===== src/rtl/uart_pkg.sv =====
// Shared definitions for the parametrised UART transmitter: parity modes,
// the frame FSM state encoding and a frame-length helper.
package uart_pkg;

  localparam int PARITY_NONE = 0;
  localparam int PARITY_EVEN = 1;
  localparam int PARITY_ODD  = 2;

  typedef enum logic [2:0] {
    IDLE,
    START,
    DATA,
    PARITY,
    STOP
  } uart_state_t;

  // Total clock cycles for one frame: start + data + optional parity + stop bits.
  function automatic int frame_cycles(input int cpb, input int dbits,
                                      input int pmode, input int sbits);
    return (1 + dbits + ((pmode != PARITY_NONE) ? 1 : 0) + sbits) * cpb;
  endfunction

endpackage


===== src/rtl/uart_sync_fifo.sv =====
// Single-clock FIFO with a registered occupancy count; push while full and
// pop while empty are ignored. Pointers wrap naturally (DEPTH is a power of 2).
module uart_sync_fifo #(
  parameter int WIDTH = 8,
  parameter int DEPTH = 4
) (
  input  logic                   clk,
  input  logic                   rst,
  input  logic                   push,
  input  logic                   pop,
  input  logic [WIDTH-1:0]       din,
  output logic [WIDTH-1:0]       dout,
  output logic                   full,
  output logic                   empty,
  output logic [$clog2(DEPTH):0] count
);

  localparam int AW = $clog2(DEPTH);
  localparam logic [AW:0] FULL_COUNT = (AW+1)'(DEPTH);

  logic [WIDTH-1:0] mem_q [DEPTH];
  logic [WIDTH-1:0] mem_d [DEPTH];
  logic [AW-1:0]    wr_ptr_q, wr_ptr_d;
  logic [AW-1:0]    rd_ptr_q, rd_ptr_d;
  logic [AW:0]      count_q, count_d;
  logic             do_push, do_pop;

  assign full    = (count_q == FULL_COUNT);
  assign empty   = (count_q == '0);
  assign count   = count_q;
  assign dout    = mem_q[rd_ptr_q];
  assign do_push = push && !full;
  assign do_pop  = pop && !empty;

  always_comb begin
    mem_d    = mem_q;
    wr_ptr_d = wr_ptr_q;
    rd_ptr_d = rd_ptr_q;
    if (do_push) begin
      mem_d[wr_ptr_q] = din;
      wr_ptr_d        = wr_ptr_q + AW'(1);
    end
    if (do_pop) begin
      rd_ptr_d = rd_ptr_q + AW'(1);
    end
    count_d = count_q + (AW+1)'(do_push) - (AW+1)'(do_pop);
  end

  always_ff @(posedge clk or posedge rst) begin
    if (rst) begin
      for (int i = 0; i < DEPTH; i++) mem_q[i] <= '0;
      wr_ptr_q <= '0;
      rd_ptr_q <= '0;
      count_q  <= '0;
    end else begin
      mem_q    <= mem_d;
      wr_ptr_q <= wr_ptr_d;
      rd_ptr_q <= rd_ptr_d;
      count_q  <= count_d;
    end
  end

endmodule


===== src/rtl/uart_tx_fifo_param.sv =====
// Parametrised UART transmitter fed by a small FIFO. Defining UART_TX_BREAK_EN
// adds a brk input that holds the line low between frames.
module uart_tx_fifo_param
  import uart_pkg::*;
#(
  parameter int CLKS_PER_BIT = 16,
  parameter int DATA_BITS    = 8,
  parameter int PARITY_MODE  = 0,
  parameter int STOP_BITS    = 1,
  parameter int FIFO_DEPTH   = 4
) (
  input  logic                        clk,
  input  logic                        rst,
  input  logic [DATA_BITS-1:0]        tx_data,
  input  logic                        tx_valid,
`ifdef UART_TX_BREAK_EN
  input  logic                        brk,
`endif
  output logic                        tx_ready,
  output logic                        tx,
  output logic                        busy,
  output logic [$clog2(FIFO_DEPTH):0] fifo_count
);

  localparam int BIT_W  = $clog2(DATA_BITS);
  localparam int BAUD_W = $clog2(frame_cycles(CLKS_PER_BIT, DATA_BITS, PARITY_MODE, STOP_BITS));
  localparam logic [BIT_W-1:0]  BIT_LAST       = BIT_W'(DATA_BITS - 1);
  localparam logic [BAUD_W-1:0] BAUD_BIT_LAST  = BAUD_W'(CLKS_PER_BIT - 1);
  localparam logic [BAUD_W-1:0] BAUD_STOP_LAST = BAUD_W'(STOP_BITS * CLKS_PER_BIT - 1);
  localparam bit HAS_PARITY = (PARITY_MODE != PARITY_NONE);

  uart_state_t          state_q, state_d;
  logic [BAUD_W-1:0]    baud_q, baud_d;
  logic [BIT_W-1:0]     bit_q, bit_d;
  logic [DATA_BITS-1:0] shift_q, shift_d;
  logic                 par_q, par_d;
  logic                 tx_q, tx_d;
  logic                 load;
  logic                 fifo_pop, fifo_full, fifo_empty;
  logic [DATA_BITS-1:0] fifo_head;
`ifdef UART_TX_BREAK_EN
  logic                 hold_q, hold_d;
`endif

  uart_sync_fifo #(
    .WIDTH (DATA_BITS),
    .DEPTH (FIFO_DEPTH)
  ) u_fifo (
    .clk   (clk),
    .rst   (rst),
    .push  (tx_valid),
    .pop   (fifo_pop),
    .din   (tx_data),
    .dout  (fifo_head),
    .full  (fifo_full),
    .empty (fifo_empty),
    .count (fifo_count)
  );

  assign tx       = tx_q;
  assign tx_ready = !fifo_full;
  assign busy     = (state_q != IDLE) || !fifo_empty;

  // Next-state logic; "load" pops the FIFO head and starts a frame on this edge.
  always_comb begin
    state_d  = state_q;
    baud_d   = baud_q + BAUD_W'(1);
    bit_d    = bit_q;
    shift_d  = shift_q;
    par_d    = par_q;
    tx_d     = tx_q;
    fifo_pop = 1'b0;
    load     = 1'b0;
`ifdef UART_TX_BREAK_EN
    hold_d   = hold_q;
`endif

    case (state_q)
      IDLE: begin
        baud_d = '0;
        tx_d   = 1'b1;
`ifdef UART_TX_BREAK_EN
        // After a break the line must sit high for a full bit before any START.
        if (brk) begin
          tx_d   = 1'b0;
          hold_d = 1'b1;
        end else if (hold_q) begin
          if (!tx_q) begin
            baud_d = '0;
          end else if (baud_q == BAUD_BIT_LAST) begin
            hold_d = 1'b0;
            load   = !fifo_empty;
          end else begin
            baud_d = baud_q + BAUD_W'(1);
          end
        end else begin
          load = !fifo_empty;
        end
`else
        load = !fifo_empty;
`endif
      end

      START: begin
        if (baud_q == BAUD_BIT_LAST) begin
          baud_d  = '0;
          state_d = DATA;
          bit_d   = '0;
          tx_d    = shift_q[0];
          shift_d = shift_q >> 1;
        end
      end

      DATA: begin
        if (baud_q == BAUD_BIT_LAST) begin
          baud_d = '0;
          if (bit_q == BIT_LAST) begin
            if (HAS_PARITY) begin
              state_d = PARITY;
              tx_d    = par_q;
            end else begin
              state_d = STOP;
              tx_d    = 1'b1;
            end
          end else begin
            bit_d   = bit_q + BIT_W'(1);
            tx_d    = shift_q[0];
            shift_d = shift_q >> 1;
          end
        end
      end

      PARITY: begin
        if (baud_q == BAUD_BIT_LAST) begin
          baud_d  = '0;
          state_d = STOP;
          tx_d    = 1'b1;
        end
      end

      STOP: begin
        if (baud_q == BAUD_STOP_LAST) begin
          baud_d  = '0;
          state_d = IDLE;
          tx_d    = 1'b1;
`ifdef UART_TX_BREAK_EN
          load    = !fifo_empty && !brk;
`else
          load    = !fifo_empty;
`endif
        end
      end

      default: begin
        state_d = IDLE;
        baud_d  = '0;
        tx_d    = 1'b1;
      end
    endcase

    if (load) begin
      fifo_pop = 1'b1;
      state_d  = START;
      tx_d     = 1'b0;
      baud_d   = '0;
      bit_d    = '0;
      shift_d  = fifo_head;
      par_d    = (PARITY_MODE == PARITY_ODD) ? ~(^fifo_head) : (^fifo_head);
    end
  end

  always_ff @(posedge clk or posedge rst) begin
    if (rst) begin
      state_q <= IDLE;
      baud_q  <= '0;
      bit_q   <= '0;
      shift_q <= '0;
      par_q   <= 1'b0;
      tx_q    <= 1'b1;
`ifdef UART_TX_BREAK_EN
      hold_q  <= 1'b0;
`endif
    end else begin
      state_q <= state_d;
      baud_q  <= baud_d;
      bit_q   <= bit_d;
      shift_q <= shift_d;
      par_q   <= par_d;
      tx_q    <= tx_d;
`ifdef UART_TX_BREAK_EN
      hold_q  <= hold_d;
`endif
    end
  end

endmodule


===== config.mk =====
export PLATFORM = sky130hd
export DESIGN_NAME = uart_tx_fifo_param
export DESIGN_NICKNAME = d
export VERILOG_FILES = /design/src/rtl/uart_pkg.sv /design/src/rtl/uart_sync_fifo.sv /design/src/rtl/uart_tx_fifo_param.sv
export SDC_FILE = /design/constraint.sdc
export NUM_CORES = 1
export LEC_CHECK = 0
export ABC_AREA = 1
export BUFFER_PORTS_ARGS = -buffer_cell sky130_fd_sc_hd__buf_2
export CAP_MARGIN = 0
export CORE_ASPECT_RATIO = 0.7
export CORE_MARGIN = 10
export CORE_UTILIZATION = 35
export CTS_CLUSTER_DIAMETER = 30
export DETAILED_ROUTE_END_ITERATION = 7
export SLEW_MARGIN = 30
export SYNTH_ARGS = -nofsm -noshare
export SYNTH_HDL_FRONTEND = slang
export SYNTH_SLANG_ARGS = --single-unit

===== constraint.sdc =====
create_clock -name clk -period 2.65 [get_ports clk]
set_input_delay 0.265 -clock clk [delete_from_list [all_inputs] [get_ports clk]]
set_output_delay 0.265 -clock clk [all_outputs]
set_load 0.02 [all_outputs]

---- Word-level counts from Yosys, hierarchy flattened ----
Index checks and enable logic that the tools add are counted.
storage, ports and cells
  input port bits ......................... 11
  logic and storage cells ................. 87
  output and inout bits ................... 6
  flip-flop bits (word level) ............. 62
operators by class
  magnitude comparators ................... 3
  add/subtract/negate cells ............... 6
  reductions and logical operators ........ 15
  bitwise logic cells ..................... 2
  mux-type cells .......................... 34
  eq/ne operators ......................... 15
operators by type and width
  cell                   number
  $mux W8                10
  $bwmux W32             1
  $mux W3                9
  $ne A3 B3 Y1 const B   6
  $bmux W8 S2            1
  $demux W8 S2           1
  $pmux W8 S2            1
  $pmux W3 S5            1
  $eq A3 B3 Y1 const B   3
  $add A8 B1 Y8 const B  1
  $eq A8 B4 Y1 const B   1
  $mux W1                7
  $eq A3 B2 Y1 const B   2
  $ge A3 B3 Y1 const B   2
  $logic_not A3 Y1       2
  $not A2 Y3             2
  $pmux W3 S2            1
  $reduce_and A6 Y1      1
  $reduce_bool A3 Y1     2
  $add A2 B1 Y2 const B  2
  $reduce_and A4 Y1      1
  $reduce_or A4 Y1       1
  $add A3 B1 Y3          1
  $add A3 B1 Y3 const B  1
  other kinds (12)       15

---- Longest topological paths before layout ----
  depth in word-level cells ............... 7
  gate-level depth with buffers ........... 12
  depth with buffers taken out ............ 11

---- Modules after synthesis ----
Synthesis repeated with hierarchy kept, for this count alone.
unflattened totals
  cells, all modules ...................... 397
  area total of the unflattened synthesis .. 3250.6 sq um
by module, submodules not included
  module              times used  seq. area each (sq um)  cells an instance  area an instance (sq um)
  uart_sync_fifo      1           975.9                   246                2008.2
  uart_tx_fifo_param  1           576.8                   151                1242.4

---- Worst setup path after synthesis ----
OpenSTA, ideal clock, no wires.
  kind .................................... register to register
  start point ............................. reg u_fifo.count_q[2], in the netlist u_fifo.count[2]
  end point ............................... reg u_fifo.count_q[2], in the netlist u_fifo.count[2]
  arrival ................................. 2200 ps
  required time ........................... 2527 ps
  stages on the path, launching flop included .. 12
  path slack .............................. 327 ps
  library setup time ...................... 123 ps
  buffers on the path ..................... 1
  clock period less this slack ............ 2323 ps
  cells stage by stage .................... dfrtp_1 > nor3_1 > nor2_2 > nand2_4 > buf_6 > inv_1 > ha_1 > inv_1 > ha_1 > inv_1 > fa_1 > xnor2_1
between the ends
  longest elaborated chain between the ends .. 7
  elaborated cells on any way between the ends .. 11
  classes of those cells .................. 2 x add/sub; 1 x eq/ne; 3 x mux; 5 x reduce/logical
ends and longest elaborated chain
  element                 line                                                                        RTL
  start, declared         uart_sync_fifo.sv:25                                                        logic [AW:0] count_q, count_d;
  start signal, assigned  uart_sync_fifo.sv:59                                                        count_q <= count_d;
  $logic_not A3 Y1 *      uart_sync_fifo.sv:29                                                        assign empty = (count_q == '0);
  $logic_not A1 Y1 *      uart_sync_fifo.sv:33, uart_tx_fifo_param.sv:100, uart_tx_fifo_param.sv:149
  $mux W1                 uart_tx_fifo_param.sv:142                                                   if (baud_q == BAUD_STOP_LAST) begin
  $pmux W1 S2             uart_tx_fifo_param.sv:78                                                    case (state_q)
  $mux W1                 uart_tx_fifo_param.sv:161                                                   if (load) begin
  $logic_and A1 B1 Y1 *   uart_sync_fifo.sv:33                                                        assign do_pop = pop && !empty;
  via u_fifo.do_pop       uart_sync_fifo.sv:26                                                        logic do_push, do_pop;
  $sub A3 B1 Y3 *         uart_sync_fifo.sv:46                                                        count_d = count_q + (AW+1)'(do_push) - (AW+1)'(do_pop);
  via u_fifo.count_d[2]   uart_sync_fifo.sv:25
Mark *: on every way through the listed nets, which the timed path passes. The rest lies on a longest branch.
A chain may end at the register's enable or synchronous reset.

---- Final worst setup path ----
Same ends and word-level chain as after synthesis.

==> metrics <==
global-route wire length before repair=between 10000 and 15000 um; Core ar.=8550 um2; Buf/Inv on CP=3; pins over their slew limit=0; Setup CP Type=register to register; final WL=6550 um; CP arrival=2.51 ns; Critical R2R Capture=u_fifo.count[2]; largest net degree at the start of global routing=39; final net count=400; Sequential Power Share=around 43%; Clock Power Share=36.0%; slew margin rel.=roughly three fifths; CTS tree=built; # setup viols final=0; minimum clock period=2.30 ns; post-cts resize count=0; status=finished with violations; layout cells sized above 1=16.7%; Critical Path Sink Type=register; switching pwr=between 0.9 and 1 mW; P_leak=around 1.8 nW; Worst-path clk slew=0.05 ns; vias in the first global route=2305; number of buffers added on ports=16; Die Span Y=98.7 um; Critical Path RT=roughly 2.9 ns; Combinational Power Share=about a fifth; Mapped Nets=380; final core occ=around two fifths; die area=13100 um2; GR Overflow Total=0; register bit total from synthesis=62; Commonest cells post-synth=nand2_1 (77), dfrtp_1 (61), o21ai_0 (50); maximum buffer depth of the clock tree=2; Max-Cap Viols=0; unrepaired setup endpoints after global routing=false; Seq/Total Area, Yosys=approximately half; critical path peak fanout=9; total track usage=10.6%; CP dominant cell by count=inv_1; Synth Warn #=0; DRC=0; power density cells=885 nW/um2; row cnt=28; switching share of power=30.6%; post-DR vias/cell=4.64; Max VDD drop=approximately 0.53 mV; violated checks=hold timing; Detailed Place HPWL=4620 um; drt initial violations=154; most frequent cell after synthesis=nand2_1; Initial Util=36.2%; CP delay by family, top=adder cells; Routed WL per cell=about 13 um; crit start category=register; Cell Chain, Critical Path=nor3_1 -> nor2_2 -> nand2_4 -> inv_1 -> ha_1 -> inv_1 -> ha_1 -> inv_1 -> fa_1 -> xnor2_1; worst hold slack=-0.00457 ns; worst reg2reg path depth=10; FF-to-FF setup slack=0.35 ns; I/O pins=17; CTS Sinks=62; CTS Hold Bufs=0; EDFF count, synth=0; Avg Cell Area, Syn=between 8 and 9 um2; clk_lat worst skew=0.32 ns; period utilization=86.8%; H-tree depth=3; Area Overhead vs Synth=16.0%; ANT nets after route=0; Post-Synthesis Cells=359; register area=1550 um2; RR Startpoint=u_fifo.count[2]; dominant register cell in the synthesized netlist=dfrtp_1; post-synth top area share=between 40% and 50%; CTS buffer count=9; Int Pwr=~2.2 mW; endpoints failing hold=7; Area contributors post-synth=dfrtp_1 (49%), nand2_1 (9.3%), o21ai_0 (8.1%); initial antenna violation count=0; setup_tns=0 ns; fillers=869; Die X=132 um; detailed-route via count=2334; Yosys top cell by area=dfrtp_1; Setup Fix Bufs, Post-CTS=0; n_diodes=0; Setup Skew=about 0.0052 ns; Multi-input gate area=1340 um2; asr flop ratio synth=100%; worst-margin pin slew=about 0.57 ns; Synth Cell Area=between 3000 and 4000 um2; largest stage delay on the critical path=about 0.43 ns; Distinct cells, synth=29; Crit-path slowest cell=nor3_1; FMAX=around 0.43 GHz; Hold Crit Class=input port to async pin; GPL Wtd Cong=roughly 0.77; Initial DRT Pass Iterations=5; root buffer cell=clkbuf_16
[worst max-delay path by stage]
stage | start | to | slack [ns] | cells after the start
floorplan | u_fifo.count[2] | u_fifo.count[2] | 0.33 | 11
global placement | baud_q[0] | u_fifo.count[2] | 0.47 | 11
detailed placement | u_fifo.count[2] | u_fifo.count[2] | 0.39 | 10
CTS | u_fifo.count[2] | u_fifo.count[2] | 0.38 | 10
global route | u_fifo.count[0] | u_fifo.count[2] | 0.24 | 10
finish | u_fifo.count[2] | u_fifo.count[2] | 0.35 | 10
[layout by cell type (no fill, tap or decap), types with 7 or more instances in the layout]
master      n
nand3_1    31
clkbuf_16   9
buf_2      16
nand2_1    77
nor2_1     34
o21ai_0    50
nand3_2    13
a21oi_1     7
dfrtp_1    61
inv_1      34
ha_1        9
[final cells by class]
type	count	area share, %
Inverter	38	3.98
Timing Repair Buffer	19	3.21
Multi-Input combinational cell	249	37.3
Tap cell	120	4.19
Clock buffer	11	6.77
Clock inverter	4	1.33
Sequential cell	62	43.3
[worst register-to-register path: cells and delay by family (launching register included)]
family        cells  cell delay, ns
simple gates      3            0.73
buf+inv           3            0.16
xor+xnor          1            0.14
fa+ha+maj         3            0.76
flops             1            0.41
[metrics by stage]
stage | instance area (um2) | hold slack (ns) | setup WS, ns | total power [mW] | instances
after floorplan | 3090 | 0.433 | 0.327 | 1.85 | 359
after global placement | 3300 | 0.350 | 0.472 | 2.02 | 488
after detailed placement | 3300 | 0.357 | 0.385 | 2.05 | 488
after CTS | 3590 | 0.0156 | 0.378 | 3.21 | 503
after global routing | 3590 | 0.0166 | 0.237 | 3.42 | 503
final | 3590 | -0.00457 | 0.350 | 3.17 | 503
[power groups by stage]
stage | clock network (mW) | logic [mW] | registers, mW
6_report | 1.14 | 0.660 | 1.37
5_1_grt | 1.22 | 0.782 | 1.41
4_1_cts | 1.17 | 0.674 | 1.37
3_5_place_dp | 0 | 0.670 | 1.38
3_3_place_gp | 0 | 0.647 | 1.37
2_1_floorplan | 0 | 0.471 | 1.38
[state kept, by name (all words and copies together), names as in the netlist]
| signal | count |
|---|---|
| shift_q | 8 |
| u_fifo.count | 3 |
| u_fifo.wr_ptr_q | 2 |
| u_fifo.rd_ptr_q | 2 |
| baud_q | 8 |
| state_q | 3 |
| u_fifo.mem_q | 32 |
| tx | 1 |
| bit_q | 3 |
[cells by family (layout without fill, tap and decap cells)]
| logic type | after synthesis | count (layout) | share of synthesized area, % |
|---|---|---|---|
| xor+xnor | 6 | 6 | 1.70 |
| flops | 62 | 62 | 50.2 |
| fa+ha+maj | 10 | 10 | 4.29 |
| simple gates | 172 | 172 | 26.7 |
| compound gates | 61 | 61 | 10.6 |
| buf+inv | 48 | 72 | 6.59 |
[per-layer routing]
| layer | GRT usage [%] | up-vias | wire (um) |
|---|---|---|---|
| met5 | 0 | - | 0 |
| met4 | 4.13 | 0 | 49 |
| met3 | 3.75 | 2 | 192 |
| met2 | 15.9 | 34 | 2960 |
| met1 | 13.8 | 1103 | 3340 |
| li1 | - | 1195 | - |
(Power assumes the default switching activity.)
